### config.mk
export PLATFORM = sky130hd
export DESIGN_NAME = add_accumulator
export DESIGN_NICKNAME = d
export VERILOG_FILES = /design/src/rtl/add_accumulator.sv
export SDC_FILE = /design/constraint.sdc
export NUM_CORES = 1
export LEC_CHECK = 0
export BUFFER_PORTS_ARGS = -buffer_cell sky130_fd_sc_hd__buf_2
export CAP_MARGIN = 5
export CORE_MARGIN = 4
export CORE_UTILIZATION = 35
export CTS_BUF_LIST = sky130_fd_sc_hd__clkbuf_8 sky130_fd_sc_hd__clkbuf_16
export CTS_CLUSTER_DIAMETER = 80
export DETAILED_ROUTE_END_ITERATION = 10
export PLACE_DENSITY = 0.67
export SLEW_MARGIN = 5
export SYNTH_ARGS = -nofsm -noshare
export SYNTH_HDL_FRONTEND = slang
export SYNTH_SLANG_ARGS = --single-unit
### constraint.sdc
create_clock -name clk -period 4 [get_ports clk]
set_input_delay 0.8 -clock clk [delete_from_list [all_inputs] [get_ports clk]]
set_output_delay 0.8 -clock clk [all_outputs]
set_load 0.05 [all_outputs]
### src/rtl/add_accumulator.sv
// Frame accumulator: sums N_OPS unsigned bytes (or fewer when in_last is seen)
// and reports sum, sticky carry and operand count. ACC_SATURATE_EN clamps the sum at 0xFF.
module add_accumulator #(
  parameter int N_OPS = 4
) (
  input  logic       clk,
  input  logic       rst,
  input  logic       in_valid,
  output logic       in_ready,
  input  logic [7:0] in_data,
  input  logic       in_last,
  output logic       out_valid,
  input  logic       out_ready,
  output logic [7:0] out_sum,
  output logic       out_carry,
  output logic [3:0] out_count
);

  localparam int DATA_W = 8;
  localparam logic [3:0] N_OPS_C = 4'(N_OPS);

  typedef enum logic [1:0] {IDLE, ACCUM, DONE} state_t;

  state_t            state_q;
  logic [DATA_W-1:0] acc_q;
  logic              carry_q;
  logic [3:0]        cnt_q;
  logic              in_ready_q;
  logic              out_valid_q;

  logic [DATA_W:0]   add_r;
  logic [DATA_W-1:0] acc_d;
  logic [3:0]        cnt_d;
  logic              in_xfer;

  function automatic logic [DATA_W:0] ripple_add(input logic [DATA_W-1:0] a,
                                                 input logic [DATA_W-1:0] b);
    logic              c;
    logic [DATA_W-1:0] s;
    c = 1'b0;
    s = '0;
    for (int i = 0; i < DATA_W; i++) begin
      s[i] = a[i] ^ b[i] ^ c;
      c    = (a[i] & b[i]) | (c & (a[i] ^ b[i]));
    end
    return {c, s};
  endfunction

`ifdef ACC_SATURATE_EN
  // Any carry-out pins the accumulator at full scale for the rest of the frame.
  function automatic logic [DATA_W-1:0] sat_sum(input logic [DATA_W:0] r);
    return r[DATA_W] ? {DATA_W{1'b1}} : r[DATA_W-1:0];
  endfunction
`endif

  always_comb begin
    add_r = ripple_add(acc_q, in_data);
`ifdef ACC_SATURATE_EN
    acc_d = sat_sum(add_r);
`else
    acc_d = add_r[DATA_W-1:0];
`endif
    cnt_d   = cnt_q + 4'd1;
    in_xfer = in_valid && in_ready_q;
  end

  always_ff @(posedge clk) begin
    if (rst) begin
      state_q     <= IDLE;
      acc_q       <= '0;
      carry_q     <= 1'b0;
      cnt_q       <= '0;
      in_ready_q  <= 1'b1;
      out_valid_q <= 1'b0;
    end else begin
      case (state_q)
        IDLE: begin
          if (in_xfer) begin
            acc_q   <= in_data;
            carry_q <= 1'b0;
            cnt_q   <= 4'd1;
            if (in_last || N_OPS == 1) begin
              state_q     <= DONE;
              in_ready_q  <= 1'b0;
              out_valid_q <= 1'b1;
            end else begin
              state_q <= ACCUM;
            end
          end
        end
        ACCUM: begin
          if (in_xfer) begin
            acc_q   <= acc_d;
            carry_q <= carry_q | add_r[DATA_W];
            cnt_q   <= cnt_d;
            if (in_last || cnt_d == N_OPS_C) begin
              state_q     <= DONE;
              in_ready_q  <= 1'b0;
              out_valid_q <= 1'b1;
            end
          end
        end
        DONE: begin
          // Returning through IDLE leaves one bubble cycle before the next frame.
          if (out_ready) begin
            state_q     <= IDLE;
            in_ready_q  <= 1'b1;
            out_valid_q <= 1'b0;
          end
        end
        default: begin
          state_q     <= IDLE;
          in_ready_q  <= 1'b1;
          out_valid_q <= 1'b0;
        end
      endcase
    end
  end

  assign in_ready  = in_ready_q;
  assign out_valid = out_valid_q;
  assign out_sum   = out_valid_q ? acc_q   : '0;
  assign out_carry = out_valid_q ? carry_q : 1'b0;
  assign out_count = out_valid_q ? cnt_q   : '0;

endmodule

==> results.sh <==
export IMPL_fin_nets=170
export IMPL_layout_drive_gt1_share_pct=23.3
export IMPL_setup_violations=0
export IMPL_cts_tree="built"
export IMPL_comb_power_share_pct=22.2
export IMPL_clk_pin_slew_ns=0.07
export IMPL_hold_viol=0
export IMPL_grt_max_degree=19
export IMPL_period_share_pct=87.6
export IMPL_drc=0
export IMPL_cp_start_kind="input pin"
export IMPL_synthTopCellsByArea="dfxtp_1, fa_1, and2_1, a21oi_1, nand2_1"
export IMPL_max_stage_delay_ns=0.50
export IMPL_synthesis_nets=145
export IMPL_io_pins=28
export IMPL_pre_cts_slack_ns=0.212
export IMPL_post_cts_setup_buffers=0
export IMPL_setup_tns_ns=0
export IMPL_synth_edf_count=0
export IMPL_portBuffers=27
export IMPL_netlist_instances=122
export IMPL_cts_hold_buf=0
export IMPL_ctsLongestPathBuffers=2
export IMPL_dieArea_um2=4030
export IMPL_place_congestion=0.760
export IMPL_slowest_stage="fa_1"
export IMPL_die_w_um=63.5
export IMPL_antenna_found_initial=0
export IMPL_netlist_area_um2=1080
export IMPL_cts_htree_levels=1
export IMPL_critPathRequiredTime_ns=4.18
export IMPL_r2r_end="acc_q[7]$_SDFFE_PP0P_"
export IMPL_num_vias=932
export IMPL_fmax_mhz=286
export IMPL_drtIter0Drc=26
export IMPL_grt_setup_unrepaired="false"
export IMPL_peakVddDrop_mv=0.104
export IMPL_core_um2=2850
export IMPL_holdPathStages=2
export IMPL_clockPowerShare_pct=30.2
export IMPL_status="complete, no violations"
export IMPL_relSlewSlack_pct=56.5
export IMPL_numCtsBuffers=3
export IMPL_num_rows=19
export IMPL_yosys_area_top_type="dfxtp_1"
export IMPL_cts_root_buffer="clkbuf_8"
export IMPL_cp_max_fo=2
export IMPL_drt_total_wl_um=2330
export IMPL_path_cells="buf_2 -> ha_1 -> fa_1 -> inv_1 -> fa_1 -> fa_1 -> inv_1 -> fa_1 -> inv_1 -> fa_1 -> inv_1 -> fa_1 -> fa_1 -> o221ai_1 -> a21oi_1"
export IMPL_finalCriticalPeriod_ns=3.50
export IMPL_wire_per_inst_um=13.2
export IMPL_syn2layout_area_growth_pct=16.4
export IMPL_p_leak_nw=0.559
export IMPL_critical_path_startpoint="in_data[0]"
export IMPL_power_density_nw_per_um2=331
export IMPL_dp_hpwl_um=1720
export IMPL_start_util_pct=37.8
export IMPL_synth_top_area_share_pct=31.6
export IMPL_fin_worst_skew_ns=0.00103
export IMPL_yosysWarningCount=0
export IMPL_die_y_um=63.5
export IMPL_r2r_setup_slack_ns=0.84
export IMPL_first_global_vias=871
export IMPL_drtAntennaViolNets=0
export IMPL_tightest_slew_ns=0.653
export IMPL_yosysUniqueCellTypes=32
export IMPL_cp_common_cell="fa_1"
export IMPL_grt_first_pass_wirelength_um=3840
export IMPL_via_per_inst=5.27
export IMPL_diodes=0
export IMPL_reg2regPathDepth=14
export IMPL_yosys_register_bits=17
export IMPL_p_sw_w=0.000132
export IMPL_syn_avg_cell_area_um2=8.83
export IMPL_end_kind="register"
export IMPL_switching_share_pct=31.8
export IMPL_setup_ws_ns=0.498
export IMPL_r2r_start="acc_q[0]$_SDFFE_PP0P_"
export IMPL_arrival_ns=3.69
export IMPL_grt_total_usage_pct=11.6
export IMPL_drv_slew=0
export IMPL_setup_worst_path_end="acc_q[7]$_SDFFE_PP0P_"
export IMPL_grt_ovfl_total=0
export IMPL_ys_seq_area_share_pct=31.6
export IMPL_async_reset_ff_share_pct=0
export IMPL_ctsResizeCount=0
export IMPL_internal_power_w=0.000283
export IMPL_hp_class="register to register"
export IMPL_cts_sinks=17
export IMPL_pwr_share_seq_pct=47.6
export IMPL_crit_type="input pin to register"
export IMPL_maxCapViolations=0
export IMPL_synthFlopType="dfxtp_1"
export IMPL_firstDrtPassIters=4
export IMPL_clk_latency_ns=0.25
==> power by group through the flow <==
stage                     Clock (W)  Combinational, W  Sequential (W)
after floorplan                   0         0.0000708        0.000200
after global placement            0         0.0000903        0.000200
after detailed placement          0         0.0000933        0.000201
after CTS                  0.000129         0.0000932        0.000197
after global routing       0.000137          0.000104        0.000200
final                      0.000125         0.0000922        0.000197
==> layout by cell type, fill, tap and decap left out <==
cell,synthesis,final
buf_2,1,27
dfxtp_1,17,17
and2_1,13,13
a21oi_1,13,13
inv_1,10,11
nand2_1,11,11
nor2_1,7,7
fa_1,7,7
o21ai_0,6,6
a211oi_2,3,3
nand3_1,3,3
o221ai_1,3,3
a221o_1,3,3
ha_1,3,3
clkbuf_8,0,3
mux2i_1,2,2
and3b_1,1,1
nor2b_1,1,1
and3_1,1,1
and4b_1,1,1
o31ai_1,1,1
nand3b_1,1,1
inv_2,1,1
a32oi_1,1,1
o31a_1,1,1
or4b_1,1,1
nand4b_1,1,1
nor3b_1,1,1
o21a_1,1,1
nor3_1,1,1
==> synthesized netlist by cell type (all sizes together) (2+ instances only) <==
cell    count
clkbuf      3
and2       13
a221o       3
inv        11
o221ai      3
fa          7
a21oi      13
mux2i       2
buf         4
a211oi      3
nand3       3
dfxtp      17
ha          3
nor2        7
o21ai       6
nand2      11
==> sequential cells by signal, summed over array words and instances, names as in the netlist <==
signal     count
cnt_q          4
carry_q        1
acc_q          8
state_q        2
out_valid      1
in_ready       1
==> logic make-up after synthesis <==
logic type      count (synthesis)  synth area share, %
flops                          17                 31.6
simple gates                   43                 21.7
fa+ha+maj                      10                 16.5
compound gates                 32                 20.6
mux                             2                 1.86
buf+inv                        18                 7.78
==> critical path, delay by kind of cell <==
kind                     cells  cell delay [ns]
AO/OA/AOI/OAI                2             0.27
buffers and inverters        5             0.34
adder cells (fa/ha/maj)      8             2.27
==> stage by stage <==
stage                     utilization, %  instances  power [W]  instance area [µm²]  hold WS [ns]
final                               43.9        177   0.000415                 1250         0.475
after detailed placement            42.4        173   0.000295                 1210         0.462
after CTS                           43.9        177   0.000420                 1250         0.474
after global placement              42.4        173   0.000291                 1210         0.455
after global routing                43.9        177   0.000441                 1250         0.508
after floorplan                        -        122   0.000271                 1080         0.440
==> layout make-up <==
cell class              count  area (µm²)
multi-input cells          87         653
inverters                  11        41.3
clock buffers               3        41.3
fillers                   292        1600
repair buffers             27         135
clock inverters             1        3.75
well taps                  31        38.8
flip-flops and latches     17         340
==> metal layers <==
metal | global-route usage (%) | wire length (µm) | share of wire (%)
met1 | 13.6 | 1070 | 46
met2 | 21.0 | 1170 | 50
met3 | 1.42 | 55 | 2.4
met4 | 4.85 | 34 | 1.5
met5 | 0 | 0 | 0
==> how the worst min path moves through the flow <==
stage	start	endpoint	slack, ns
detailed placement	acc_q[3]$_SDFFE_PP0P_	acc_q[3]$_SDFFE_PP0P_	0.46
global route	acc_q[3]$_SDFFE_PP0P_	acc_q[3]$_SDFFE_PP0P_	0.51
CTS	acc_q[3]$_SDFFE_PP0P_	acc_q[3]$_SDFFE_PP0P_	0.47
finish	acc_q[2]$_SDFFE_PP0P_	acc_q[2]$_SDFFE_PP0P_	0.47
floorplan	acc_q[2]$_SDFFE_PP0P_	acc_q[2]$_SDFFE_PP0P_	0.44
global placement	acc_q[2]$_SDFFE_PP0P_	acc_q[2]$_SDFFE_PP0P_	0.45
(Power assumes the default switching activity.)
